File: src/rtl/pipe_hazard_ctrl.sv
// Hazard and flush scheduler for the five-stage pipeline: tracks in-flight register and CPSR
// writes, gates decode-to-execute issue, and sequences the fetch/decode stalls and flushes.
module pipe_hazard_ctrl #(
  parameter int NUM_REGS     = 16,
  parameter int CNT_W        = 2,
  parameter int FLUSH_CYCLES = 2
) (
  input  logic                        clk_i,
  input  logic                        reset_i,
  input  logic                        issue_valid_i,
  input  logic                        issue_r1_en_i,
  input  logic [$clog2(NUM_REGS)-1:0] issue_r1_i,
  input  logic                        issue_r2_en_i,
  input  logic [$clog2(NUM_REGS)-1:0] issue_r2_i,
  input  logic                        issue_rd_en_i,
  input  logic [$clog2(NUM_REGS)-1:0] issue_rd_i,
  input  logic                        issue_flags_rd_i,
  input  logic                        issue_flags_wr_i,
  input  logic                        retire_en_i,
  input  logic [$clog2(NUM_REGS)-1:0] retire_addr_i,
  input  logic                        flags_retire_i,
  input  logic                        branch_i,
  input  logic                        pc_wb_i,
  output logic                        issue_o,
  output logic                        stall_fetch_o,
  output logic                        stall_decode_o,
  output logic                        flush_fetch_o,
  output logic                        flush_decode_o,
  output logic [NUM_REGS-1:0]         pending_o,
  output logic [1:0]                  state_o,
  output logic                        error_o
);

  localparam int AW = $clog2(NUM_REGS);
  localparam int FW = $clog2(FLUSH_CYCLES + 1);
  localparam logic [CNT_W-1:0] CNT_MAX    = '1;
  localparam logic [FW-1:0]    FLUSH_INIT = FW'(FLUSH_CYCLES);
  localparam logic [AW-1:0]    PC_ADDR    = AW'(NUM_REGS - 1);

  typedef enum logic [1:0] {
    RUN     = 2'd0,
    FLUSH   = 2'd1,
    WAIT_PC = 2'd2
  } state_t;

  state_t           state_reg, state_next;
  logic [FW-1:0]    fcnt_reg, fcnt_next;
  logic [CNT_W-1:0] cnt_reg [NUM_REGS];
  logic [CNT_W-1:0] flag_cnt_reg;
  logic             error_reg, error_next;

  logic src_hazard, flag_hazard, sat_hazard;
  logic flag_inc, flag_dec;

  // Hazards look only at registered counters, so a retire unblocks its dependant one cycle later.
  assign src_hazard  = (issue_r1_en_i && cnt_reg[issue_r1_i] != '0) ||
                       (issue_r2_en_i && cnt_reg[issue_r2_i] != '0);
  assign flag_hazard = issue_flags_rd_i && flag_cnt_reg != '0;
  assign sat_hazard  = (issue_rd_en_i && cnt_reg[issue_rd_i] == CNT_MAX) ||
                       (issue_flags_wr_i && flag_cnt_reg == CNT_MAX);

  assign issue_o = ~reset_i & issue_valid_i & (state_reg == RUN) & ~branch_i &
                   ~src_hazard & ~flag_hazard & ~sat_hazard;
  assign stall_fetch_o  = ~reset_i & issue_valid_i & ~issue_o & (state_reg != FLUSH);
  assign stall_decode_o = stall_fetch_o;
  assign flush_fetch_o  = (state_reg == FLUSH);
  assign flush_decode_o = (state_reg == FLUSH);
  assign state_o        = state_reg;
  assign error_o        = error_reg;

  generate
    for (genvar gi = 0; gi < NUM_REGS; gi++) begin : g_sb
      logic inc, dec;
      assign inc = issue_o && issue_rd_en_i && issue_rd_i == AW'(gi);
      assign dec = retire_en_i && retire_addr_i == AW'(gi) && cnt_reg[gi] != '0;
      assign pending_o[gi] = |cnt_reg[gi];

      always_ff @(posedge clk_i or posedge reset_i) begin
        if (reset_i)          cnt_reg[gi] <= '0;
        else if (inc && !dec) cnt_reg[gi] <= cnt_reg[gi] + 1'b1;
        else if (dec && !inc) cnt_reg[gi] <= cnt_reg[gi] - 1'b1;
      end
    end
  endgenerate

  assign flag_inc = issue_o && issue_flags_wr_i;
  assign flag_dec = flags_retire_i && flag_cnt_reg != '0;

  always_ff @(posedge clk_i or posedge reset_i) begin
    if (reset_i)                    flag_cnt_reg <= '0;
    else if (flag_inc && !flag_dec) flag_cnt_reg <= flag_cnt_reg + 1'b1;
    else if (flag_dec && !flag_inc) flag_cnt_reg <= flag_cnt_reg - 1'b1;
  end

  always_ff @(posedge clk_i or posedge reset_i) begin
    if (reset_i) begin
      state_reg <= RUN;
      fcnt_reg  <= '0;
      error_reg <= 1'b0;
    end else begin
      state_reg <= state_next;
      fcnt_reg  <= fcnt_next;
      error_reg <= error_next;
    end
  end

  always_comb begin
    state_next = state_reg;
    fcnt_next  = fcnt_reg;
    error_next = error_reg;
    // Protocol violations: retiring an idle counter, or redirects arriving in the wrong state.
    if (retire_en_i && cnt_reg[retire_addr_i] == '0) error_next = 1'b1;
    if (flags_retire_i && flag_cnt_reg == '0)       error_next = 1'b1;
    if (branch_i && state_reg != RUN)               error_next = 1'b1;
    if (pc_wb_i && state_reg != WAIT_PC)            error_next = 1'b1;
    case (state_reg)
      RUN: begin
        if (branch_i) begin
          state_next = FLUSH;
          fcnt_next  = FLUSH_INIT;
        end else if (issue_o && issue_rd_en_i && issue_rd_i == PC_ADDR) begin
          state_next = WAIT_PC;
        end
      end
      WAIT_PC: begin
        if (pc_wb_i) begin
          state_next = FLUSH;
          fcnt_next  = FLUSH_INIT;
        end
      end
      FLUSH: begin
        if (fcnt_reg <= FW'(1)) begin
          state_next = RUN;
          fcnt_next  = '0;
        end else begin
          fcnt_next = fcnt_reg - 1'b1;
        end
      end
      default: begin
        state_next = RUN;
        fcnt_next  = '0;
      end
    endcase
  end

endmodule

File: config.mk
export PLATFORM = sky130hd
export DESIGN_NAME = pipe_hazard_ctrl
export DESIGN_NICKNAME = d
export VERILOG_FILES = /design/src/rtl/pipe_hazard_ctrl.sv
export SDC_FILE = /design/constraint.sdc
export NUM_CORES = 1
export LEC_CHECK = 0
export ABC_AREA = 1
export CORE_MARGIN = 1.5
export CORE_UTILIZATION = 54
export DETAILED_ROUTE_END_ITERATION = 12
export GPL_TIMING_DRIVEN = 1
export HOLD_SLACK_MARGIN = 0.02
export MAX_ROUTING_LAYER = met4
export PLACE_DENSITY = 0.8
export SLEW_MARGIN = 20
export SYNTH_ARGS = -nofsm -noshare
export SYNTH_HDL_FRONTEND = slang
export SYNTH_SLANG_ARGS = --single-unit
File: constraint.sdc
create_clock -name clk_i -period 3.1 [get_ports clk_i]
set_input_delay 0.31 -clock clk_i [delete_from_list [all_inputs] [get_ports clk_i]]
set_output_delay 0.31 -clock clk_i [all_outputs]
set_load 0.01 [all_outputs]
==> results of run 1 <==
==> synthesized netlist by cell type, drive strengths merged, types with 2 or more instances <==
library cell	n	area, sq um
dfrtp	39	975.9
buf	6	35.03
inv	67	251.5
xnor2	25	219.0
nand4	6	56.31
or2	3	18.77
a21oi	24	120.1
a2111oi	2	17.52
nand3	16	80.08
clkbuf	2	7.510
nor3	2	10.01
o21ai	38	190.2
ha	17	212.7
nor2	54	210.2
xor2	9	78.83
a31oi	2	12.51
nand2	155	581.8
==> metrics by stage <==
step	setup WS (ns)	cells	utilization (%)	hold WS (ns)
finish	0.1966	600	68.68	0.4923
CTS	0.05505	600	68.52	0.4971
global route	0.005195	600	68.68	0.5153
global placement	0.1513	594	67.21	0.4729
detailed placement	0.05700	594	67.21	0.4834
floorplan	0.2063	473	-	0.4576
==> cell type report <==
type	count	area [sq um]	share of cell area [%]
clock buffers	6	72.57	1.907
inverters	68	255.2	6.708
multi-input cells	358	1847	48.54
flip-flops and latches	39	975.9	25.65
well taps	72	90.09	2.368
repair buffers	57	564.3	14.83
==> worst paths after layout <==
kind                                            to  slack, ns
setup / recovery                    stall_decode_o       0.20
hold / removal                 error_o$_DFFE_PP0P_       0.49
setup reg to reg            cnt_reg[3]$_DFFE_PP0P_       0.37
hold reg to reg                error_o$_DFFE_PP0P_       0.49
max in group asynchronous  fcnt_reg[0]$_DFFE_PP0P_       2.24
min in group asynchronous  cnt_reg[10]$_DFFE_PP0P_       0.51
==> report_power, final <==
group / total, W / switching, W / leakage (nW) / internal (W)
sequential: 0.000936 / 0.000207 / 0.477 / 0.000729
combinational: 0.00139 / 0.000767 / 1.40 / 0.000626
clock: 0.000317 / 0.000167 / 0.0371 / 0.000150
total: 0.00265 / 0.00114 / 1.91 / 0.00150
==> per-layer routing <==
layer  up-vias  wire, microns
met4         0            130
met5         -              0
met2       131           3695
li1       1593              -
met1      1428           3565
met3        13            621
==> cell usage in the layout (no fill, tap or decap), drive strengths merged <==
cell and n:
clkbuf 6, nor3 2, nor2 54, a31oi 2, a21oi 24, clkdlybuf4s50 49
o211ai 1, nand3 16, dlymetal6s2s 2, a2111oi 2, ha 17, o21ai 38
o2111ai 1, o41ai 1, inv 67, nor4 1, xor2 9, nand3b 1
nand4 6, dfrtp 39, clkinv 1, or2 3, buf 6, nand2 155
xnor2 25
==> cells by family after synthesis <==
group / after synthesis / share of synthesized area, %
adders and majority gates: 17 / 6.816
DFF: 39 / 31.28
xor gates and xnor gates: 34 / 9.543
and+or+nand+nor: 238 / 31.12
AOI/OAI and AO/OA: 69 / 11.71
buffers and inverters: 76 / 9.543
==> critical path: cells and delay by family <==
family                 cells  cell delay [ns]
AOI/OAI and AO/OA          1             0.09
buffers and inverters      5             1.36
and+or+nand+nor           11             0.82
==> flow_metrics.env, run 1 <==
export IMPL_most_used_flip_flop_cell_after_synthesis="sky130_fd_sc_hd__dfrtp_1"
export IMPL_setup_violations_final=0
export IMPL_final_setup_skew_ns=0.008869
export IMPL_worstPathCellList="clkdlybuf4s50_1 > buf_4 > nand2_1 > o21ai_1 > nand2_1 > nand2_1 > nand2_1 > nand2_1 > inv_1 > nand2_1 > nand3_1 > nand2_1 > nor2_4 > nand2_1 > inv_2 > nor2_1 > clkdlybuf4s50_1"
export IMPL_max_cap_violations=0
export IMPL_fmaxAchievable_mhz=344.4
export IMPL_chipHeight_microns=79.02
export IMPL_place_port_buffers=51
export IMPL_postCtsResizedCells=0
export IMPL_timing_final_hold_violations=0
export IMPL_clock_tree_from_tritoncts="yes"
export IMPL_final_area_sq_um=3805
export IMPL_regToRegStartpoint="state_o[1]$_DFFE_PP0P_"
export IMPL_routed_wirelength_mm=8.014
export IMPL_met3_usage_pct=5.632
export IMPL_reg2regPathDepth=11
export IMPL_synthToLayoutAreaGrowth_pct=21.93
export IMPL_routed_via_count=3165
export IMPL_dieArea_sq_um=6243
export IMPL_grt_setup_unrepaired="false"
export IMPL_timing_critical_path_to_type="output port"
export IMPL_first_pass_grt_wire_length_mm=13.12
export IMPL_path_max_fanout=8
export IMPL_gr_usage_met2_pct=45.21
export IMPL_detailedPlacementHpwl_mm=6.319
export IMPL_globalRoute_totalOverflow=0
export IMPL_core_area_sq_um=5540
export IMPL_antenna_found_initial=0
export IMPL_mappedNetlistArea_sq_um=3120
export IMPL_power_per_cell_area_nw_per_um2=695.2
export IMPL_clk_pin_slew_worst_paths_ns=0.06
export IMPL_clock_root_buffer="sky130_fd_sc_hd__clkbuf_8"
export IMPL_cts_hold_repair_buffers=0
export IMPL_numCtsBuffers=5
export IMPL_run_status="complete, no violations"
export IMPL_post_route_period_util_pct=93.66
export IMPL_final_max_slew_viol_count=0
export IMPL_postSynthNetCount=518
export IMPL_worst_min_path_start="error_o$_DFFE_PP0P_"
export IMPL_number_of_setup_buffers_added_after_cts=0
export IMPL_min_delay_path_class="register to register"
export IMPL_drcViolationCount=0
export IMPL_initial_detailed_routing_violation_count=247
export IMPL_avgRoutedWirePerCell_microns=13.36
export IMPL_yosys_warnings=0
export IMPL_startpoint="issue_rd_i[0]"
export IMPL_synth_cell_type_count=29
export IMPL_syn_mean_instance_area_sq_um=6.597
export IMPL_nNetsFinal=574
export IMPL_grtUsageTotal_pct=28.02
export IMPL_cts_htree_levels=2
export IMPL_timing_worst_setup_path_type="primary input to output port"
export IMPL_place_area_sq_um=3724
export IMPL_fillCellCount=502
export IMPL_gp_routability_congestion=0.9283
export IMPL_worst_pin_slew_ns=0.5356
export IMPL_number_of_enable_flip_flop_cells_after_synthesis=0
export IMPL_timing_critical_path_slowest_stage_cell="sky130_fd_sc_hd__clkdlybuf4s50_1"
export IMPL_crit_path_max_incr_delay_ns=0.55
export IMPL_yosysSeqAreaShare_pct=31.28
export IMPL_p_leak_nw=1.914
export IMPL_clkSinkCount=39
export IMPL_timing_critical_path_required_ns=2.79
export IMPL_fin_tns_setup_ns=0
export IMPL_clk_path_buf_depth=2
export IMPL_grt_util_met1_pct=35.29
export IMPL_grt_start_max_net_pins=40
export IMPL_total_power_w=0.002645
export IMPL_antenna_violating_nets_post_route=0
export IMPL_max_vdd_drop_v=0.0004275
export IMPL_critical_path_top_cell_by_count="sky130_fd_sc_hd__nand2_1"
export IMPL_chipWidth_microns=79.02
export IMPL_clk_latency_ns=0.29
export IMPL_pin_count=52
export IMPL_synth_cells=473
export IMPL_min_period_ns=2.903
export IMPL_worstHoldPathCells=2
export IMPL_timing_critical_path_arrival_ns=2.59
export IMPL_first_global_vias=2875
export IMPL_largest_reg_flops=32
export IMPL_fp_row_count=27
export IMPL_synth_async_reset_ratio_pct=100.0
export IMPL_drt_pre_antenna_iters=5
export IMPL_worstSetupStartpointType="primary input"
export IMPL_start_util_pct=56.32
export IMPL_ys_ff_latch=39
export IMPL_layout_drive_gt1_share_pct=3.788
export IMPL_global_route_peak_usage_layer="met2"
export IMPL_antenna_cells_inserted=0
export IMPL_relSlewSlack_pct=63.37
export IMPL_vias_per_cell=5.275
No activity file was read; power rests on OpenSTA's default activity.
==> run 2: changes to the inputs <==
--- a/config.mk
+++ b/config.mk
@@ -12,7 +12,7 @@
 export GPL_TIMING_DRIVEN = 1
 export HOLD_SLACK_MARGIN = 0.02
 export MAX_ROUTING_LAYER = met4
-export PLACE_DENSITY = 0.8
+export PLACE_DENSITY = 0.77
 export SLEW_MARGIN = 20
 export SYNTH_ARGS = -nofsm -noshare
 export SYNTH_HDL_FRONTEND = slang
==> run 2 against run 1 <==
  * Register-to-register slack improved by 0.02 ns
  * Design area is 1.4% higher
  * Hold slack worse by 0.00051 ns
  * Maximum frequency grew 1.8%
  * Power up 2.7%
  * Wire length is 3.4% higher
  * Core utilization rose by 0.97 points
  * Critical endpoint is now issue_o
==> flow_metrics.env, run 2 (synthesized netlist as in run 1, its figures left out) <==
export IMPL_numCtsBuffers=5
export IMPL_clk_pin_slew_worst_paths_ns=0.07
export IMPL_min_period_ns=2.853
export IMPL_fin_tns_setup_ns=0
export IMPL_first_pass_grt_wire_length_mm=13.70
export IMPL_timing_final_hold_violations=0
export IMPL_first_global_vias=3003
export IMPL_dieArea_sq_um=6243
export IMPL_critical_path_top_cell_by_count="sky130_fd_sc_hd__nand2_1"
export IMPL_grt_setup_unrepaired="false"
export IMPL_layout_drive_gt1_share_pct=4.878
export IMPL_clock_root_buffer="sky130_fd_sc_hd__clkbuf_8"
export IMPL_utilization_pct=69.65
export IMPL_final_area_sq_um=3859
export IMPL_final_max_slew_viol_count=0
export IMPL_antenna_violating_nets_post_route=0
export IMPL_post_route_period_util_pct=92.02
export IMPL_timing_critical_path_slowest_stage_cell="sky130_fd_sc_hd__clkdlybuf4s50_1"
export IMPL_start_util_pct=56.32
export IMPL_routed_via_count=3177
export IMPL_max_cap_violations=0
export IMPL_initial_detailed_routing_violation_count=242
export IMPL_path_max_fanout=7
export IMPL_timing_critical_path_required_ns=2.79
export IMPL_cts_htree_levels=2
export IMPL_antenna_found_initial=0
export IMPL_relSlewSlack_pct=67.13
export IMPL_end_of_the_worst_register_to_register_path="cnt_reg[25]$_DFFE_PP0P_"
export IMPL_gp_routability_congestion=0.9932
export IMPL_drt_pre_antenna_iters=5
export IMPL_clk_path_buf_depth=2
export IMPL_fp_row_count=27
export IMPL_pin_count=52
export IMPL_synthToLayoutAreaGrowth_pct=23.66
export IMPL_worstPathCellList="nor2_1 > nand2_1 > a2111oi_0 > buf_4 > nand2_1 > nor2_4 > nand2_1 > inv_2 > clkdlybuf4s50_1"
export IMPL_max_vdd_drop_v=0.0004123
export IMPL_regArea_sq_um=975.9
export IMPL_grtUsageTotal_pct=28.71
export IMPL_vias_per_cell=5.251
export IMPL_ff2ff_setup_slack_ns=0.39
export IMPL_fmaxAchievable_mhz=350.5
export IMPL_routed_wirelength_mm=8.286
export IMPL_p_leak_nw=1.953
export IMPL_clkSinkCount=39
export IMPL_setup_violations_final=0
export IMPL_grt_start_max_net_pins=40
export IMPL_crit_path_max_incr_delay_ns=0.53
export IMPL_core_area_sq_um=5540
export IMPL_timing_critical_path_to_type="output port"
export IMPL_timing_worst_setup_path_type="register to output port"
export IMPL_startpoint="state_o[1]$_DFFE_PP0P_"
export IMPL_power_per_cell_area_nw_per_um2=704.3
export IMPL_largest_reg_flops=32
export IMPL_chipWidth_microns=79.02
export IMPL_multiInputGateArea_sq_um=1847
export IMPL_worst_pin_slew_ns=0.4807
export IMPL_detailedPlacementHpwl_mm=6.673
export IMPL_crit_path_end="issue_o"
export IMPL_most_common_library_cell_in_the_layout_ignoring_fill_and_taps="sky130_fd_sc_hd__nand2_1"
export IMPL_timing_critical_path_arrival_ns=2.54
export IMPL_layout_cells_most_common_list="sky130_fd_sc_hd__nand2_1, sky130_fd_sc_hd__inv_1, sky130_fd_sc_hd__nor2_1, sky130_fd_sc_hd__clkdlybuf4s50_1, sky130_fd_sc_hd__dfrtp_1"
export IMPL_finalHoldWorstSlack_ns=0.4918
export IMPL_clk_latency_ns=0.29
export IMPL_fillCellCount=494
export IMPL_drcViolationCount=0
export IMPL_run_status="complete, no violations"
export IMPL_avgRoutedWirePerCell_microns=13.70
export IMPL_nNetsFinal=578
export IMPL_worstSetupStartpointType="register"
export IMPL_clock_tree_from_tritoncts="yes"
export IMPL_place_area_sq_um=3754
export IMPL_chipHeight_microns=79.02
export IMPL_reg2regPathDepth=12
export IMPL_regToRegStartpoint="state_o[1]$_DFFE_PP0P_"
export IMPL_antenna_cells_inserted=0
export IMPL_globalRoute_totalOverflow=0
export IMPL_final_setup_skew_ns=0.003117
export IMPL_min_delay_path_class="register to register"
export IMPL_cts_hold_repair_buffers=0
export IMPL_place_port_buffers=51
## run 2: worst max-delay path: cells and delay by family, from the launching register on
family          cells  cell delay, ns
simple gates        5            0.61
compound gates      1            0.39
flops               1            0.45
buf+inv             3            0.79
## run 2: stage by stage
stage                     instances  power, W  setup WS, ns
after floorplan                 473  0.001735        0.2063
after global placement          598  0.002325       0.09460
final                           605  0.002718        0.2473
after CTS                       605  0.002720       0.06421
after global routing            605  0.002925       0.04432
after detailed placement        598  0.002357       0.07568
## run 2: worst min path at each step
| stage | startpoint | slack (ns) | cells past startpoint | endpoint |
|---|---|---|---|---|
| 2_1_floorplan | fcnt_reg[0]$_DFFE_PP0P_ | 0.46 | 1 | fcnt_reg[0]$_DFFE_PP0P_ |
| 3_3_place_gp | fcnt_reg[1]$_DFFE_PP0P_ | 0.47 | 2 | state_o[0]$_DFFE_PP0P_ |
| 3_5_place_dp | fcnt_reg[1]$_DFFE_PP0P_ | 0.48 | 2 | state_o[0]$_DFFE_PP0P_ |
| 4_1_cts | fcnt_reg[0]$_DFFE_PP0P_ | 0.50 | 1 | fcnt_reg[0]$_DFFE_PP0P_ |
| 5_1_grt | cnt_reg[25]$_DFFE_PP0P_ | 0.51 | 1 | cnt_reg[25]$_DFFE_PP0P_ |
| 6_report | fcnt_reg[1]$_DFFE_PP0P_ | 0.49 | 2 | state_o[0]$_DFFE_PP0P_ |
## run 2: layer usage
layer / routed length [microns] / global-route usage [%]
met1: 3830 / 39.13
met3: 520 / 3.908
met4: 76 / 8.246
met5: 0 / -
met2: 3858 / 44.79
## run 2: layout make-up
cell class,instances,share of cell area (%)
Clock buffer,6,2.140
Clock inverter,1,0.1297
Inverter,68,6.680
Multi-Input combinational cell,358,47.86
Sequential cell,39,25.29
Tap cell,72,2.335
Timing Repair Buffer,61,15.56
## run 2: repair_timing
action,in CTS,in global routing
resized for setup,0,7
buffers inserted,0,0
setup endpoints to repair,0,2
## run 2: power breakdown
part / total [W] / leakage [nW] / switching, W / internal (W)
registers: 0.000917 / 0.477 / 0.000188 / 0.000729
logic: 0.00145 / 1.43 / 0.000801 / 0.000649
clock network: 0.000350 / 0.0470 / 0.000175 / 0.000175
==> run 3: changes to the inputs <==
--- a/config.mk
+++ b/config.mk
@@ -6,13 +6,14 @@
 export NUM_CORES = 1
 export LEC_CHECK = 0
 export ABC_AREA = 1
+export CAP_MARGIN = 15
 export CORE_MARGIN = 1.5
 export CORE_UTILIZATION = 54
 export DETAILED_ROUTE_END_ITERATION = 12
 export GPL_TIMING_DRIVEN = 1
 export HOLD_SLACK_MARGIN = 0.02
 export MAX_ROUTING_LAYER = met4
-export PLACE_DENSITY = 0.77
+export PLACE_DENSITY = 0.88
 export SLEW_MARGIN = 20
 export SYNTH_ARGS = -nofsm -noshare
 export SYNTH_HDL_FRONTEND = slang
==> run 3 against run 2 <==
  * Design area barely moved
  * Worst setup slack got worse by 0.012 ns
  * Critical path type is now primary input to output port
  * Count of clock-buffer cells in the layout did not move
==> flow_metrics.env, run 3 (synthesized netlist as in run 1, its figures left out) <==
export IMPL_clkSinkCount=39
export IMPL_layout_drive_gt1_share_pct=4.340
export IMPL_worstSetupStartpointType="primary input"
export IMPL_globalRoute_totalOverflow=0
export IMPL_routed_wl_met3_microns=747
export IMPL_power_switching_w=0.001167
export IMPL_clk_pin_slew_worst_paths_ns=0.08
export IMPL_final_cell_count_no_fill=602
export IMPL_dieArea_sq_um=6243
export IMPL_routedLengthMet1_mm=3.488
export IMPL_critical_path_top_delay_family="buffers and inverters"
export IMPL_numCtsBuffers=5
export IMPL_grt_setup_unrepaired="false"
export IMPL_relSlewSlack_pct=67.06
export IMPL_grtUsageTotal_pct=28.21
export IMPL_clk_path_buf_depth=2
export IMPL_path_depth=15
export IMPL_max_vdd_drop_v=0.0004905
export IMPL_min_period_ns=2.865
export IMPL_pin_count=52
export IMPL_total_power_w=0.002781
export IMPL_p_leak_nw=1.970
export IMPL_core_area_sq_um=5540
export IMPL_switching_share_pct=41.96
export IMPL_timing_critical_path_arrival_ns=2.55
export IMPL_fmaxAchievable_mhz=349.1
export IMPL_post_route_period_util_pct=92.41
export IMPL_drt_pre_antenna_iters=5
export IMPL_max_cap_violations=0
export IMPL_top_layer_used="met4"
export IMPL_place_inst=594
export IMPL_cts_htree_levels=2
export IMPL_first_pass_grt_wire_length_mm=13.51
export IMPL_place_port_buffers=51
export IMPL_power_share_clock_pct=16.0
export IMPL_detailedPlacementHpwl_mm=6.340
export IMPL_timing_critical_path_to_type="output port"
export IMPL_routed_via_count=3320
export IMPL_chipWidth_microns=79.02
export IMPL_routed_wirelength_mm=8.098
export IMPL_vias_per_cell=5.515
export IMPL_largest_reg_flops=32
export IMPL_fp_row_count=27
export IMPL_critical_path_top_cell_by_count="sky130_fd_sc_hd__nand2_1"
export IMPL_timing_worst_setup_path_type="primary input to output port"
export IMPL_timing_final_hold_violations=0
export IMPL_synthToLayoutAreaGrowth_pct=23.54
export IMPL_timing_critical_path_required_ns=2.79
export IMPL_reg2regPathDepth=15
export IMPL_avgRoutedWirePerCell_microns=13.45
export IMPL_clk_latency_ns=0.30
export IMPL_fin_tns_setup_ns=0
export IMPL_final_max_slew_viol_count=0
export IMPL_antenna_found_initial=0
export IMPL_gp_routability_congestion=0.9771
export IMPL_setup_violations_final=0
export IMPL_internal_power_w=0.001614
export IMPL_most_common_library_cell_in_the_layout_ignoring_fill_and_taps="sky130_fd_sc_hd__nand2_1"
export IMPL_start_util_pct=56.32
export IMPL_crit_path_max_incr_delay_ns=0.54
export IMPL_nNetsFinal=574
export IMPL_path_max_fanout=10
export IMPL_met2WireLength_mm=3.722
export IMPL_power_per_cell_area_nw_per_um2=721.4
export IMPL_worstPathCellList="clkdlybuf4s50_1 > buf_4 > o21ai_1 > nand2_1 > nand2_1 > nand2_1 > nand2_1 > inv_1 > nand2_1 > nand3_1 > nand2_1 > nor2_4 > nand2_1 > inv_2 > clkdlybuf4s50_1"
export IMPL_run_status="complete, no violations"
export IMPL_clock_root_buffer="sky130_fd_sc_hd__clkbuf_8"
export IMPL_antenna_cells_inserted=0
export IMPL_min_delay_path_class="primary input to asynchronous set/reset pin"
export IMPL_grt_start_max_net_pins=40
export IMPL_chipHeight_microns=79.02
export IMPL_timing_critical_path_slowest_stage_cell="sky130_fd_sc_hd__clkdlybuf4s50_1"
export IMPL_fillCellCount=470
export IMPL_antenna_violating_nets_post_route=0
export IMPL_worst_pin_slew_ns=0.4817
export IMPL_first_global_vias=3049
export IMPL_initial_detailed_routing_violation_count=296
export IMPL_clock_tree_from_tritoncts="yes"
export IMPL_layout_cells_most_common_list="sky130_fd_sc_hd__nand2_1, sky130_fd_sc_hd__inv_1, sky130_fd_sc_hd__nor2_1, sky130_fd_sc_hd__clkdlybuf4s50_1, sky130_fd_sc_hd__dfrtp_1"
export IMPL_share_comb_of_total_power_pct=50.7
export IMPL_critical_path_n_buffers_inverters=5
export IMPL_sequentialPowerShare_pct=33.3
export IMPL_final_setup_skew_ns=0.008278
export IMPL_drcViolationCount=0
## run 3: cell types whose count changed in the layout (fill, tap and decap cells not counted)
cell | before | now
sky130_fd_sc_hd__dlymetal6s2s_1 | 3 | 4
sky130_fd_sc_hd__o21ai_0 | 34 | 35
sky130_fd_sc_hd__o21ai_1 | 4 | 3
sky130_fd_sc_hd__buf_6 | 2 | 1
sky130_fd_sc_hd__clkdlybuf4s50_1 | 48 | 47
sky130_fd_sc_hd__inv_4 | 1 | 0
sky130_fd_sc_hd__buf_4 | 8 | 5
sky130_fd_sc_hd__bufinv_16 | 0 | 1
sky130_fd_sc_hd__inv_2 | 2 | 3
## run 3: timing repair
item / in CTS / in global routing
hold buffers: 0 / 0
endpoints found under the setup margin: 0 / 2
buffers inserted: 0 / 0
gates resized for setup: 0 / 5
## run 3: area by class of cell
type / count / area (sq um) / area share (%)
multi-input cells: 358 / 1847 / 47.91
flip-flops and latches: 39 / 975.9 / 25.32
repair buffers: 57 / 569.3 / 14.77
inverters: 68 / 255.2 / 6.621
well taps: 72 / 90.09 / 2.337
clock buffers: 6 / 82.58 / 2.142
clock inverters: 2 / 35.03 / 0.9088
## run 3: stage by stage
stage | setup slack, ns | instance area, sq um | util (%) | hold WS [ns]
2_1_floorplan | 0.2063 | 3120 | - | 0.4576
4_1_cts | 0.1131 | 3841 | 69.33 | 0.5018
3_3_place_gp | 0.1269 | 3724 | 67.21 | 0.4747
5_1_grt | 0.07577 | 3855 | 69.58 | 0.5243
3_5_place_dp | 0.05689 | 3724 | 67.21 | 0.4863
6_report | 0.2354 | 3855 | 69.58 | 0.4943
## run 3: layer usage
layer,up-vias,GRT usage [%]
met5,-,-
met4,0,8.596
met3,16,3.793
met2,167,46.15
met1,1540,36.54
li1,1597,-
## run 3: power groups by stage
stage          clock network [W]  logic [W]  registers [W]
2_1_floorplan                  0   0.000852       0.000884
3_3_place_gp                   0    0.00135       0.000916
3_5_place_dp                   0    0.00138       0.000932
4_1_cts                 0.000445    0.00140       0.000923
5_1_grt                 0.000462    0.00155       0.000958
6_report                0.000444    0.00141       0.000927
## run 3: final timing paths
kind	startpoint	endpoint	slack (ns)
min in group clk_i	error_o$_DFFE_PP0P_	error_o$_DFFE_PP0P_	0.50
worst max register to register	cnt_reg[24]$_DFFE_PP0P_	cnt_reg[17]$_DFFE_PP0P_	0.38
worst max-delay path	issue_rd_i[0]	issue_o	0.24
worst min register to register	error_o$_DFFE_PP0P_	error_o$_DFFE_PP0P_	0.50
worst min-delay path	reset_i	cnt_reg[15]$_DFFE_PP0P_	0.49
max in group asynchronous	reset_i	cnt_reg[17]$_DFFE_PP0P_	2.26
## run 3: worst register-to-register path: cells and delay by family, from the launching register on
family | cells | cell delay [ns]
xor+xnor | 1 | 0.17
flops | 1 | 0.43
simple gates | 10 | 1.33
fa+ha+maj | 1 | 0.27
compound gates | 3 | 0.40
